`src/rtl/spi_slave_mode.sv`:
```
// SPI slave with selectable CPOL/CPHA/bit order and separate data and command chip-selects.
// Receives burst words on both channels and shifts tx_data out on the data channel.
//
// Ports:
//   clk, rst        system clock, async active-high reset
//   spi_sck         SPI clock from the MCU
//   spi_cs_data     data chip-select (active low)
//   spi_cs_cmd      command chip-select (active low)
//   spi_sdi         MOSI
//   spi_sdo         MISO, 0 unless the data channel is selected
//   spi_sdo_oe      MISO output enable
//   tx_data         next word to transmit
//   tx_load         tx_data is captured at the end of this cycle
//   rx_data         last complete data word
//   rx_valid        rx_data updated
//   cmd             last complete command word
//   cmd_valid       cmd updated
//   frame_err       CS released mid-word, or both CS low together
//   bit_cnt         bits shifted into the current word
module spi_slave_mode #(
  parameter int unsigned DATA_WIDTH  = 16,
  parameter int unsigned CMD_WIDTH   = 8,
  parameter bit          CPOL        = 1'b0,
  parameter bit          CPHA        = 1'b0,
  parameter bit          LSB_FIRST   = 1'b0,
  parameter int unsigned SYNC_STAGES = 2,
  localparam int unsigned MAXW =
    (DATA_WIDTH > CMD_WIDTH) ? DATA_WIDTH : CMD_WIDTH,
  localparam int unsigned CW = $clog2(MAXW + 1)
) (
  input  logic                  clk,
  input  logic                  rst,
  input  logic                  spi_sck,
  input  logic                  spi_cs_data,
  input  logic                  spi_cs_cmd,
  input  logic                  spi_sdi,
  output logic                  spi_sdo,
  output logic                  spi_sdo_oe,
  input  logic [DATA_WIDTH-1:0] tx_data,
  output logic                  tx_load,
  output logic [DATA_WIDTH-1:0] rx_data,
  output logic                  rx_valid,
  output logic [CMD_WIDTH-1:0]  cmd,
  output logic                  cmd_valid,
  output logic                  frame_err,
  output logic [CW-1:0]         bit_cnt
);

  typedef enum logic [1:0] {
    IDLE, DATA, CMD, ERR
  } state_t;

  localparam int unsigned WARM = SYNC_STAGES + 1;
  localparam int unsigned WW   = $clog2(WARM + 1);

  logic [SYNC_STAGES-1:0] sck_sync;
  logic [SYNC_STAGES-1:0] csd_sync;
  logic [SYNC_STAGES-1:0] csc_sync;
  logic [SYNC_STAGES-1:0] sdi_sync;
  logic                   sck_q;
  logic                   csd_q;
  logic                   csc_q;
  logic [WW-1:0]          warm;

  logic sck_s, csd_s, csc_s, sdi_s;
  logic live;
  logic lead, trail, sample, launch;
  logic fall_d, fall_c, rise_d, rise_c;

  state_t state, state_n;
  logic   ferr_n, load, shift_d, shift_c;
  logic   last_d, last_c;

  logic [DATA_WIDTH-1:0] rx_sr, rx_nxt;
  logic [CMD_WIDTH-1:0]  cmd_sr, cmd_nxt;
  logic [DATA_WIDTH-1:0] tx_sr;
  logic                  sdo_r;
  logic                  skip;

  function automatic logic head(
    input logic [DATA_WIDTH-1:0] v
  );
    return LSB_FIRST ? v[0] : v[DATA_WIDTH-1];
  endfunction

  function automatic logic [DATA_WIDTH-1:0] adv(
    input logic [DATA_WIDTH-1:0] v
  );
    return LSB_FIRST ? {1'b0, v[DATA_WIDTH-1:1]}
                     : {v[DATA_WIDTH-2:0], 1'b0};
  endfunction

  always_ff @(posedge clk or posedge rst) begin
    if (rst) begin
      sck_sync <= {SYNC_STAGES{CPOL}};
      csd_sync <= '1;
      csc_sync <= '1;
      sdi_sync <= '0;
      sck_q    <= CPOL;
      csd_q    <= 1'b1;
      csc_q    <= 1'b1;
      warm     <= '0;
    end else begin
      sck_sync <= {sck_sync[SYNC_STAGES-2:0], spi_sck};
      csd_sync <= {csd_sync[SYNC_STAGES-2:0], spi_cs_data};
      csc_sync <= {csc_sync[SYNC_STAGES-2:0], spi_cs_cmd};
      sdi_sync <= {sdi_sync[SYNC_STAGES-2:0], spi_sdi};
      sck_q    <= sck_sync[SYNC_STAGES-1];
      csd_q    <= csd_sync[SYNC_STAGES-1];
      csc_q    <= csc_sync[SYNC_STAGES-1];
      if (!live) warm <= warm + WW'(1);
    end
  end

  // Edges are ignored until the chains have flushed their reset
  // values, so a CS already low at reset release is not a frame start.
  assign live  = (warm == WW'(WARM));
  assign sck_s = sck_sync[SYNC_STAGES-1];
  assign csd_s = csd_sync[SYNC_STAGES-1];
  assign csc_s = csc_sync[SYNC_STAGES-1];
  assign sdi_s = sdi_sync[SYNC_STAGES-1];

  assign lead   = live && (sck_s != sck_q) && (sck_s != CPOL);
  assign trail  = live && (sck_s != sck_q) && (sck_s == CPOL);
  assign sample = CPHA ? trail : lead;
  assign launch = CPHA ? lead : trail;
  assign fall_d = live && !csd_s && csd_q;
  assign fall_c = live && !csc_s && csc_q;
  assign rise_d = live && csd_s && !csd_q;
  assign rise_c = live && csc_s && !csc_q;

  assign last_d = (bit_cnt == CW'(DATA_WIDTH - 1));
  assign last_c = (bit_cnt == CW'(CMD_WIDTH - 1));

  assign rx_nxt = LSB_FIRST ? {sdi_s, rx_sr[DATA_WIDTH-1:1]}
                            : {rx_sr[DATA_WIDTH-2:0], sdi_s};
  assign cmd_nxt = LSB_FIRST ? {sdi_s, cmd_sr[CMD_WIDTH-1:1]}
                             : {cmd_sr[CMD_WIDTH-2:0], sdi_s};

  // CS transitions are checked before SCK edges, so a CS rise
  // in the same cycle as an edge drops the edge.
  always_comb begin
    state_n = state;
    ferr_n  = 1'b0;
    load    = 1'b0;
    shift_d = 1'b0;
    shift_c = 1'b0;
    unique case (state)
      IDLE: begin
        if ((fall_d || fall_c) && !csd_s && !csc_s) begin
          state_n = ERR;
          ferr_n  = 1'b1;
        end else if (fall_d) begin
          state_n = DATA;
          load    = 1'b1;
        end else if (fall_c) begin
          state_n = CMD;
        end
      end
      DATA: begin
        if (rise_d || (csd_s && csc_s)) begin
          state_n = IDLE;
          ferr_n  = (bit_cnt != '0);
        end else if (fall_c) begin
          state_n = ERR;
          ferr_n  = 1'b1;
        end else if (sample) begin
          shift_d = 1'b1;
          load    = last_d;
        end
      end
      CMD: begin
        if (rise_c || (csd_s && csc_s)) begin
          state_n = IDLE;
          ferr_n  = (bit_cnt != '0);
        end else if (fall_d) begin
          state_n = ERR;
          ferr_n  = 1'b1;
        end else if (sample) begin
          shift_c = 1'b1;
        end
      end
      ERR: begin
        if (csd_s && csc_s) state_n = IDLE;
      end
    endcase
  end

  always_ff @(posedge clk or posedge rst) begin
    if (rst) begin
      state     <= IDLE;
      frame_err <= 1'b0;
      rx_valid  <= 1'b0;
      cmd_valid <= 1'b0;
      bit_cnt   <= '0;
      rx_sr     <= '0;
      cmd_sr    <= '0;
      rx_data   <= '0;
      cmd       <= '0;
      tx_sr     <= '0;
      sdo_r     <= 1'b0;
      skip      <= 1'b0;
    end else begin
      state     <= state_n;
      frame_err <= ferr_n;
      rx_valid  <= shift_d && last_d;
      cmd_valid <= shift_c && last_c;
      if (state_n != state) begin
        bit_cnt <= '0;
      end else if (shift_d) begin
        bit_cnt <= last_d ? '0 : bit_cnt + CW'(1);
      end else if (shift_c) begin
        bit_cnt <= last_c ? '0 : bit_cnt + CW'(1);
      end
      if (shift_d) rx_sr <= rx_nxt;
      if (shift_d && last_d) rx_data <= rx_nxt;
      if (shift_c) cmd_sr <= cmd_nxt;
      if (shift_c && last_c) cmd <= cmd_nxt;
      // With CPHA=0 the first bit is presented at load time; after a
      // word wrap the following launch edge must not advance again.
      if (load) begin
        if (!CPHA) begin
          sdo_r <= head(tx_data);
          tx_sr <= adv(tx_data);
          skip  <= (state == DATA);
        end else begin
          tx_sr <= tx_data;
          skip  <= 1'b0;
        end
      end else if (state == DATA && launch) begin
        if (skip) begin
          skip <= 1'b0;
        end else begin
          sdo_r <= head(tx_sr);
          tx_sr <= adv(tx_sr);
        end
      end
      if (state_n != DATA) begin
        sdo_r <= 1'b0;
        skip  <= 1'b0;
      end
    end
  end

  assign tx_load    = load;
  assign spi_sdo_oe = (state == DATA);
  assign spi_sdo    = (state == DATA) && sdo_r;

endmodule

```
`config.mk`:
```
export PLATFORM = sky130hd
export DESIGN_NAME = spi_slave_mode
export DESIGN_NICKNAME = d
export VERILOG_FILES = /design/src/rtl/spi_slave_mode.sv
export SDC_FILE = /design/constraint.sdc
export NUM_CORES = 1
export LEC_CHECK = 0
export CORE_UTILIZATION = 59
export CTS_BUF_LIST = sky130_fd_sc_hd__clkbuf_2 sky130_fd_sc_hd__clkbuf_4 sky130_fd_sc_hd__clkbuf_8
export DETAILED_ROUTE_END_ITERATION = 6
export DONT_BUFFER_PORTS = 1
export GPL_ROUTABILITY_DRIVEN = 0
export GPL_TIMING_DRIVEN = 0
export PLACE_DENSITY = 0.78
export SYNTH_ARGS = -nofsm -noshare
export SYNTH_HDL_FRONTEND = slang
export SYNTH_SLANG_ARGS = --single-unit
export TNS_END_PERCENT = 30
```
`constraint.sdc`:
```
create_clock -name clk -period 2.6 [get_ports clk]
set_input_delay 0.52 -clock clk [delete_from_list [all_inputs] [get_ports clk]]
set_output_delay 0.52 -clock clk [all_outputs]
set_load 0.005 [all_outputs]
```
==> impl_metrics.json, run 1 <==
{
  "outcome": "completed",
  "synth_area_leaders": "dfrtp_1, nand2_1, mux2_2",
  "io_pins": 57,
  "synth_fp_nets": 368,
  "cp.buffers_inverters": 2,
  "insertion_delay_ns": 0.36,
  "htreeDepth": 3,
  "reg2reg_depth": 6,
  "p_leak_nw": 1.97,
  "synth_cells": 341,
  "setup_viol": 0,
  "hold_buffers": 0,
  "drt.antenna.violating_nets": 0,
  "maxCapViolations": 0,
  "hold_class": "in2async",
  "critPathCaptureType": "output pin",
  "initial_utilization": 0.623,
  "fill_cells": 479,
  "cp_cell_sequence": "ha_2 -> buf_4 -> and2b_2 -> and4_1 -> nand2b_4 -> clkbuf_4",
  "crit_slowest_cell": "dfrtp_1",
  "clock-sinks": 86,
  "dpl.hpwl_mm": 4.79,
  "num_rows": 28,
  "core_mm2": 0.00606,
  "antenna_found_initial": 0,
  "skew_ns": 0.0117,
  "power_density_mw_per_mm2": 800,
  "drive_above_1_share": 0.217,
  "synth.distinct_cells": 55,
  "cts_buffers": 9,
  "grt_start_max_net_pins": 35,
  "clockBufferDepth": 2,
  "worst-slew-pin-transition_ns": 0.536,
  "final_cell_mix": "nand2_1, dfrtp_1, mux2_2",
  "firstDrtPassIters": 4,
  "cp-start-kind": "register",
  "wl_mm": 6.78,
  "fin_setup_tns_ns": 0,
  "critical_path.top_delay_family": "simple AND/OR/NAND/NOR gates",
  "final_common_cell": "nand2_1",
  "yosys_register_bits": 86,
  "cts_tree": "yes",
  "critPathArrivalTime_ns": 1.95,
  "routedWlPerCell_um": 15.6,
  "synth_ff_type": "dfrtp_1",
  "vdd_drop_max_mv": 0.481,
  "netlist.area_leader.share": 0.530,
  "slowest_delay_ns": 0.40,
  "syn_area_per_cell_um2": 11.1,
  "port_buffers": 0,
  "drc_errors": 0,
  "clk_pin_slew_worst_paths_ns": 0.09,
  "dpl-instance-area_mm2": 0.00391,
  "synth_area_mm2": 0.00377,
  "worst_hold_slack_ns": 0.0644,
  "max_freq_mhz": 405,
  "num_vias": 2456,
  "cts_setup_buffers": 0,
  "min_period_over_period": 0.950,
  "yosysSeqAreaShare": 0.572,
  "crit_path_max_fanout": 10,
  "grt_pass1_vias": 2502,
  "grt_pass1_wl_mm": 11.3,
  "cp_num_cells": 6,
  "antenna_cells": 0,
  "slew-limit-headroom": 0.642,
  "final_nets": 381,
  "rsz0062_at_grt": "false",
  "die_area_mm2": 0.00672,
  "synth-edff-count": 0,
  "via_per_inst": 5.66,
  "drt-initial-drc-count": 140,
  "die_height_um": 82.0,
  "synth_area_leader_cell": "dfrtp_1",
  "cp.required_ns": 2.08,
  "areaGrowthSynthToFinish_pct": 9.74,
  "period_needed_ns": 2.47,
  "report.final.hold_viol_count": 0,
  "die_w_um": 82.0,
  "grtUsageTotal": 0.228,
  "cts_root_buf": "clkbuf_8",
  "drv_slew": 0,
  "grt_overflow_total": 0,
  "async_flop_share": 1.00,
  "design_area_mm2": 0.00414,
  "synth_warnings": 0,
  "path_class": "reg2out"
}
[report_power, final]
part / internal (mW) / switching [mW] / leakage [nW]
clock: 0.506 / 0.493 / 0.108
sequential: 1.54 / 0.135 / 1.12
combinational: 0.292 / 0.348 / 0.742
total: 2.34 / 0.975 / 1.97
[layer usage]
metal	global-route usage	wire length, µm
met5	0	0
met4	0.0965	102
met3	0.0778	450
met2	0.364	3240
met1	0.282	2980
[through the flow]
step                utilization  cells  power [mW]  worst slack [ns]
CTS                       0.681    434        3.33            0.0250
detailed placement        0.646    418        2.34             0.423
finish                    0.684    434        3.31             0.131
global route              0.684    434        3.48            0.0269
floorplan                     -    341        2.18             0.610
global placement          0.639    416        2.29             0.447
[worst paths after layout]
path	startpoint	endpoint	slack, ns
worst max-delay path	warm[0]$_DFFE_PP0P_	tx_load	0.13
worst min-delay path	rst	cmd[1]$_DFFE_PP0P_	0.06
worst max register to register	csd_q$_DFF_PP1_	cmd[0]$_DFFE_PP0P_	0.54
worst min register to register	csd_sync[0]$_DFF_PP1_	csd_sync[1]$_DFF_PP1_	0.36
max in group asynchronous	rst	tx_sr[8]$_DFFE_PP0P_	1.79
min in group clk	spi_cs_cmd	csc_sync[0]$_DFF_PP1_	0.15
[kinds of logic after synthesis]
logic type / Yosys count / synth area share
multiplexers: 36 / 0.103
adder cells (fa/ha/maj): 5 / 0.0166
AO/OA/AOI/OAI: 48 / 0.0888
XOR/XNOR: 2 / 0.00464
AND/OR/NAND/NOR: 139 / 0.180
flip-flops: 86 / 0.572
buffers and inverters: 25 / 0.0348
[what timing repair did]
action                     CTS  global route
gates resized for setup      0             7
hold endpoints to repair     0             0
setup endpoints to repair    0             1
[synth_stat cells (2+ instances only)]
master,count
dfrtp_1,80
a21oi_1,8
and3_1,4
mux2_2,23
nand2_1,96
dfstp_2,6
a221o_1,3
nor2b_1,4
and2_1,2
ha_1,5
o21ai_0,18
nor3b_1,2
nand2b_1,5
a31oi_1,2
inv_1,11
nand3_1,4
o21ai_1,2
clkinv_1,2
mux2i_1,13
buf_6,3
buf_4,2
xnor2_1,2
nor2_1,7
buf_2,6
[flip-flops by register name (all words and copies together), names as in the netlist]
register / flops
bit_cnt: 5
cmd: 8
cmd_sr: 7
cmd_valid: 1
csc_q: 1
csc_sync: 2
csd_q: 1
csd_sync: 2
frame_err: 1
rx_data: 16
rx_sr: 15
rx_valid: 1
sck_q: 1
sck_sync: 2
sdi_sync: 2
sdo_r: 1
skip: 1
state: 2
tx_sr: 15
warm: 2
[cell type report]
class,count,area (µm²),share of cell area
Inverter,13,52.6,0.0127
Sequential cell,86,2160,0.522
Clock inverter,5,66.3,0.0160
Multi-Input combinational cell,230,1490,0.360
Timing Repair Buffer,2,40.0,0.00966
Tap cell,75,93.8,0.0227
Clock buffer,11,151,0.0365
Buffer,12,85.1,0.0205
Note: power is estimated with default switching activity, not from simulation.
==> run 2: changes to the inputs <==
--- a/config.mk
+++ b/config.mk
@@ -5,13 +5,13 @@
 export SDC_FILE = /design/constraint.sdc
 export NUM_CORES = 1
 export LEC_CHECK = 0
-export CORE_UTILIZATION = 59
+export CORE_MARGIN = 2
+export CORE_UTILIZATION = 45
 export CTS_BUF_LIST = sky130_fd_sc_hd__clkbuf_2 sky130_fd_sc_hd__clkbuf_4 sky130_fd_sc_hd__clkbuf_8
 export DETAILED_ROUTE_END_ITERATION = 6
 export DONT_BUFFER_PORTS = 1
 export GPL_ROUTABILITY_DRIVEN = 0
 export GPL_TIMING_DRIVEN = 0
-export PLACE_DENSITY = 0.78
 export SYNTH_ARGS = -nofsm -noshare
 export SYNTH_HDL_FRONTEND = slang
 export SYNTH_SLANG_ARGS = --single-unit
==> impl_metrics.json, run 2 (synthesized netlist as in run 1, its figures left out) <==
{
  "outcome": "completed",
  "max_freq_mhz": 405,
  "htreeDepth": 3,
  "crit_path_max_fanout": 10,
  "insertion_delay_ns": 0.35,
  "clock-sinks": 86,
  "grt_pass1_vias": 2502,
  "drt-initial-drc-count": 85,
  "num_rows": 33,
  "critPathArrivalTime_ns": 1.95,
  "design_area_mm2": 0.00416,
  "hold_buffers": 0,
  "crit_slowest_cell": "dfrtp_1",
  "worst-slew-pin-transition_ns": 0.607,
  "reg2reg_slack_ns": 0.55,
  "final_cell_mix": "nand2_1, dfrtp_1, mux2_2",
  "cp.buffers_inverters": 2,
  "via_per_inst": 5.22,
  "grt_pass1_wl_mm": 12.0,
  "num_vias": 2423,
  "slowest_delay_ns": 0.40,
  "dpl.cell_count": 448,
  "routedWlPerCell_um": 14.8,
  "firstDrtPassIters": 4,
  "die_area_mm2": 0.00914,
  "die_w_um": 95.6,
  "dpl-instance-area_mm2": 0.00395,
  "reg_top3": "rx_data: 16 flops, rx_sr: 15 flops, tx_sr: 15 flops",
  "io_pins": 57,
  "clk_pin_slew_worst_paths_ns": 0.08,
  "rsz0062_at_grt": "false",
  "cpMostUsedCell": "buf_4",
  "skew_ns": 0.0136,
  "period_needed_ns": 2.47,
  "grtUsageTotal": 0.169,
  "wl_mm": 6.89,
  "areaGrowthSynthToFinish_pct": 10.3,
  "rr_startpoint": "csd_q$_DFF_PP1_",
  "cts_tree": "yes",
  "report.final.hold_viol_count": 0,
  "drv_slew": 0,
  "setup_viol": 0,
  "ff_latch_area_mm2": 0.00216,
  "final_nets": 381,
  "hold_class": "in2async",
  "p_leak_nw": 1.96,
  "drt.antenna.violating_nets": 0,
  "cp-startpoint": "warm[0]$_DFFE_PP0P_",
  "path_class": "reg2out",
  "multiInputGateArea_mm2": 0.00149,
  "vdd_drop_max_mv": 0.422,
  "top_register": "rx_data",
  "maxCapViolations": 0,
  "power_density_mw_per_mm2": 780,
  "min_period_over_period": 0.950,
  "initial_utilization": 0.462,
  "final_common_cell": "nand2_1",
  "core_mm2": 0.00818,
  "fin_setup_tns_ns": 0,
  "antenna_cells": 0,
  "critPathCaptureType": "output pin",
  "critical_path.top_delay_family": "simple AND/OR/NAND/NOR gates",
  "cp-start-kind": "register",
  "slew-limit-headroom": 0.595,
  "port_buffers": 0,
  "cp.required_ns": 2.08,
  "drc_errors": 0,
  "drive_above_1_share": 0.214,
  "grt_start_max_net_pins": 33,
  "setup_ws_ns": 0.131,
  "grt_overflow_total": 0,
  "largest_reg_flops": 16,
  "clockBufferDepth": 2,
  "antenna_found_initial": 0,
  "dpl.hpwl_mm": 4.85,
  "stdcell_count": 464,
  "die_height_um": 95.6,
  "finalPower_mw": 3.24,
  "cp_cell_sequence": "ha_2 -> buf_4 -> and2b_2 -> and4_1 -> nand2b_4 -> buf_4",
  "fill_cells": 765,
  "cts_root_buf": "clkbuf_8",
  "dp_slack_ns": 0.385,
  "cts_buffers": 9
}
[run 2: cell count changes in the layout (fill, tap and decap cells not counted)]
| cell | change |
|---|---|
| and3b_2 | -1 |
| buf_4 | +1 |
| clkbuf_8 | -2 |
| and3b_1 | +1 |
| clkinvlp_4 | +1 |
| inv_6 | +1 |
| clkinv_2 | +1 |
| clkinv_4 | -2 |
[run 2: report_power, final]
| part | total (mW) | switching (mW) | internal, mW |
|---|---|---|---|
| combinational | 0.635 | 0.343 | 0.292 |
| sequential | 1.67 | 0.130 | 1.54 |
| clock | 0.939 | 0.476 | 0.463 |
[run 2: final timing paths]
| check | depth (start not counted) | to |
|---|---|---|
| max in group asynchronous | 3 | rx_sr[7]$_DFFE_PP0P_ |
| min | 1 | cmd[1]$_DFFE_PP0P_ |
| min in group clk | 0 | csc_sync[0]$_DFF_PP1_ |
| max | 6 | tx_load |
| max reg2reg | 6 | cmd[3]$_DFFE_PP0P_ |
| min reg2reg | 0 | sck_sync[1]$_DFF_PP0_ |
[run 2: area by class of cell]
| type | instances | share of cell area |
|---|---|---|
| plain buffers | 12 | 0.0204 |
| clock buffers | 10 | 0.0316 |
| clock inverters | 6 | 0.0168 |
| inverters | 13 | 0.0126 |
| multi-input cells | 230 | 0.358 |
| flip-flops and latches | 86 | 0.519 |
| well taps | 105 | 0.0316 |
| repair buffers | 2 | 0.00962 |
[run 2: worst register-to-register path, stage by stage, from the launching register on]
cell      delay (ns)
dfstp_2         0.59
nor2b_1         0.33
nor2_1          0.12
nand4_1         0.33
clkinv_1        0.37
nand2_1         0.16
nand2_1         0.06
[run 2: timing repair]
item	4_1_cts	5_1_grt
endpoints found under the setup margin	1	1
buffers inserted	0	0
gates resized for setup	1	6
hold endpoints to repair	0	0
[run 2: metal layers]
metal	up-vias	share of wire	routed length, µm	global-route usage
li1	1182	-	-	-
met1	1170	0.47	3260	0.234
met2	63	0.46	3140	0.255
met3	8	0.059	406	0.0490
met4	0	0.011	73	0.0619
met5	-	0	0	0
[run 2: metrics by stage]
stage	hold slack [ns]	util
after floorplan	0.331	-
after global placement	0.333	0.478
after detailed placement	0.340	0.483
after CTS	0.101	0.508
after global routing	0.132	0.509
final	0.106	0.509
==> run 3: changes to the inputs <==
--- a/config.mk
+++ b/config.mk
@@ -5,6 +5,8 @@
 export SDC_FILE = /design/constraint.sdc
 export NUM_CORES = 1
 export LEC_CHECK = 0
+export CELL_PAD_IN_SITES_DETAIL_PLACEMENT = 1
+export CELL_PAD_IN_SITES_GLOBAL_PLACEMENT = 1
 export CORE_MARGIN = 2
 export CORE_UTILIZATION = 45
 export CTS_BUF_LIST = sky130_fd_sc_hd__clkbuf_2 sky130_fd_sc_hd__clkbuf_4 sky130_fd_sc_hd__clkbuf_8
@@ -12,6 +14,7 @@
 export DONT_BUFFER_PORTS = 1
 export GPL_ROUTABILITY_DRIVEN = 0
 export GPL_TIMING_DRIVEN = 0
+export PLACE_DENSITY_LB_ADDON = 0.1
 export SYNTH_ARGS = -nofsm -noshare
 export SYNTH_HDL_FRONTEND = slang
 export SYNTH_SLANG_ARGS = --single-unit
==> impl_metrics.json, run 3 (synthesized netlist as in run 1, its figures left out) <==
{
  "outcome": "completed",
  "clk_pin_slew_worst_paths_ns": 0.09,
  "p_leak_nw": 1.98,
  "grtUsageTotal": 0.187,
  "final_cell_mix": "nand2_1, dfrtp_1, mux2_2",
  "areaGrowthSynthToFinish_pct": 11.2,
  "power_frac_seq": 0.494,
  "skew_ns": 0.0160,
  "critical_path.top_delay_family": "simple AND/OR/NAND/NOR gates",
  "dpl.hpwl_mm": 5.45,
  "insertion_delay_ns": 0.35,
  "critPathCaptureType": "output pin",
  "slew-limit-headroom": 0.591,
  "rsz0062_at_grt": "false",
  "num_vias": 2470,
  "drt.antenna.violating_nets": 0,
  "top_register": "rx_data",
  "clock-sinks": 86,
  "num_rows": 33,
  "p_int_mw": 2.41,
  "power_switching_mw": 0.991,
  "routedWlPerCell_um": 16.9,
  "drc_errors": 0,
  "antenna_found_initial": 0,
  "max_freq_mhz": 402,
  "core_mm2": 0.00818,
  "via_per_inst": 5.31,
  "cp-start-kind": "register",
  "htreeDepth": 3,
  "maxCapViolations": 0,
  "period_needed_ns": 2.49,
  "initial_utilization": 0.462,
  "io_pins": 57,
  "wl_mm": 7.85,
  "design_area_mm2": 0.00420,
  "die_area_mm2": 0.00914,
  "drv_slew": 0,
  "die_height_um": 95.6,
  "grt_pass1_wl_mm": 13.0,
  "hold_buffers": 0,
  "largest_reg_flops": 16,
  "clock_power_share": 0.314,
  "power_density_mw_per_mm2": 810,
  "final_common_cell": "nand2_1",
  "worst_hold_slack_ns": 0.0964,
  "final_nets": 382,
  "cts_tree": "yes",
  "ff_latch_area_mm2": 0.00216,
  "reg_top3": "rx_data: 16 flops, rx_sr: 15 flops, tx_sr: 15 flops",
  "antenna_cells": 0,
  "cp.buffers_inverters": 2,
  "setup_viol": 0,
  "die_w_um": 95.6,
  "cp_cell_sequence": "ha_2 -> buf_4 -> and2b_2 -> and4_1 -> nand2b_4 -> clkbuf_4",
  "multiInputGateArea_mm2": 0.00149,
  "drive_above_1_share": 0.217,
  "crit_slowest_cell": "dfrtp_1",
  "vdd_drop_max_mv": 0.545,
  "combPwrFrac": 0.191,
  "switching_share": 0.292,
  "report.final.hold_viol_count": 0,
  "grt_start_max_net_pins": 34,
  "hold_class": "in2async",
  "critPathArrivalTime_ns": 1.97,
  "cts_buffers": 9,
  "drt-initial-drc-count": 54,
  "dpl-instance-area_mm2": 0.00395,
  "fin_setup_tns_ns": 0,
  "slowest_delay_ns": 0.41,
  "grt_overflow_total": 0,
  "port_buffers": 0,
  "crit_path_max_fanout": 10,
  "grt_pass1_vias": 2650,
  "min_period_over_period": 0.957,
  "clockBufferDepth": 2,
  "worst-slew-pin-transition_ns": 0.612,
  "cp.required_ns": 2.08,
  "firstDrtPassIters": 4,
  "fill_cells": 871,
  "path_class": "reg2out",
  "cts_root_buf": "clkbuf_8"
}
[run 3: layout make-up]
| type | instances | share of cell area |
|---|---|---|
| buffer | 12 | 0.0203 |
| clock buffer | 10 | 0.0328 |
| clock inverter | 6 | 0.0215 |
| inverter | 13 | 0.0125 |
| multi-input combinational | 230 | 0.355 |
| sequential | 86 | 0.515 |
| tap | 105 | 0.0313 |
| timing repair buffer | 3 | 0.0113 |
[run 3: worst reg2reg max path: cells and delay by family, from the launching register on]
family	cells	cell delay, ns
adders and majority gates	2	0.44
buffers and inverters	3	0.68
DFF	1	0.47
and+or+nand+nor	4	0.47
[run 3: path summary, 6_finish.rpt]
path / start / slack (ns) / end / cells past startpoint
hold reg to reg: sdi_sync[0]$_DFF_PP0_ / 0.36 / sdi_sync[1]$_DFF_PP0_ / 0
max in group asynchronous: rst / 1.72 / tx_sr[5]$_DFFE_PP0P_ / 3
setup reg to reg: bit_cnt[0]$_DFFE_PP0P_ / 0.43 / rx_data[1]$_DFFE_PP0P_ / 9
setup / recovery: warm[0]$_DFFE_PP0P_ / 0.11 / tx_load / 6
hold / removal: rst / 0.1 / sdi_sync[0]$_DFF_PP0_ / 1
min in group clk: spi_cs_cmd / 0.16 / csc_sync[0]$_DFF_PP1_ / 0
[run 3: power groups by stage]
stage / logic, mW / registers [mW] / clock network [mW]
6_report: 0.650 / 1.68 / 1.07
5_1_grt: 0.726 / 1.71 / 1.16
4_1_cts: 0.660 / 1.68 / 1.10
3_5_place_dp: 0.652 / 1.71 / 0
3_3_place_gp: 0.621 / 1.69 / 0
2_1_floorplan: 0.517 / 1.66 / 0
[run 3: through the flow]
stage / setup WS (ns) / util / power (mW) / cells
2_1_floorplan: 0.610 / - / 2.18 / 341
3_3_place_gp: 0.392 / 0.478 / 2.31 / 446
3_5_place_dp: 0.387 / 0.483 / 2.36 / 448
4_1_cts: 0.00716 / 0.511 / 3.45 / 464
5_1_grt: 0.0125 / 0.513 / 3.60 / 465
6_report: 0.113 / 0.513 / 3.40 / 465
[run 3: timing repair]
| item | in CTS | in global routing |
|---|---|---|
| resized for setup | 2 | 4 |
| pin swaps | 0 | 1 |
| setup buffers | 0 | 1 |
| endpoints found under the setup margin | 1 | 1 |
[run 3: routing by layer]
layer	global-route usage	up-vias	wire, µm
met2	0.307	44	3800
met1	0.235	1245	3530
met5	0	-	0
met3	0.0664	7	438
li1	-	1174	-
met4	0.0476	0	82
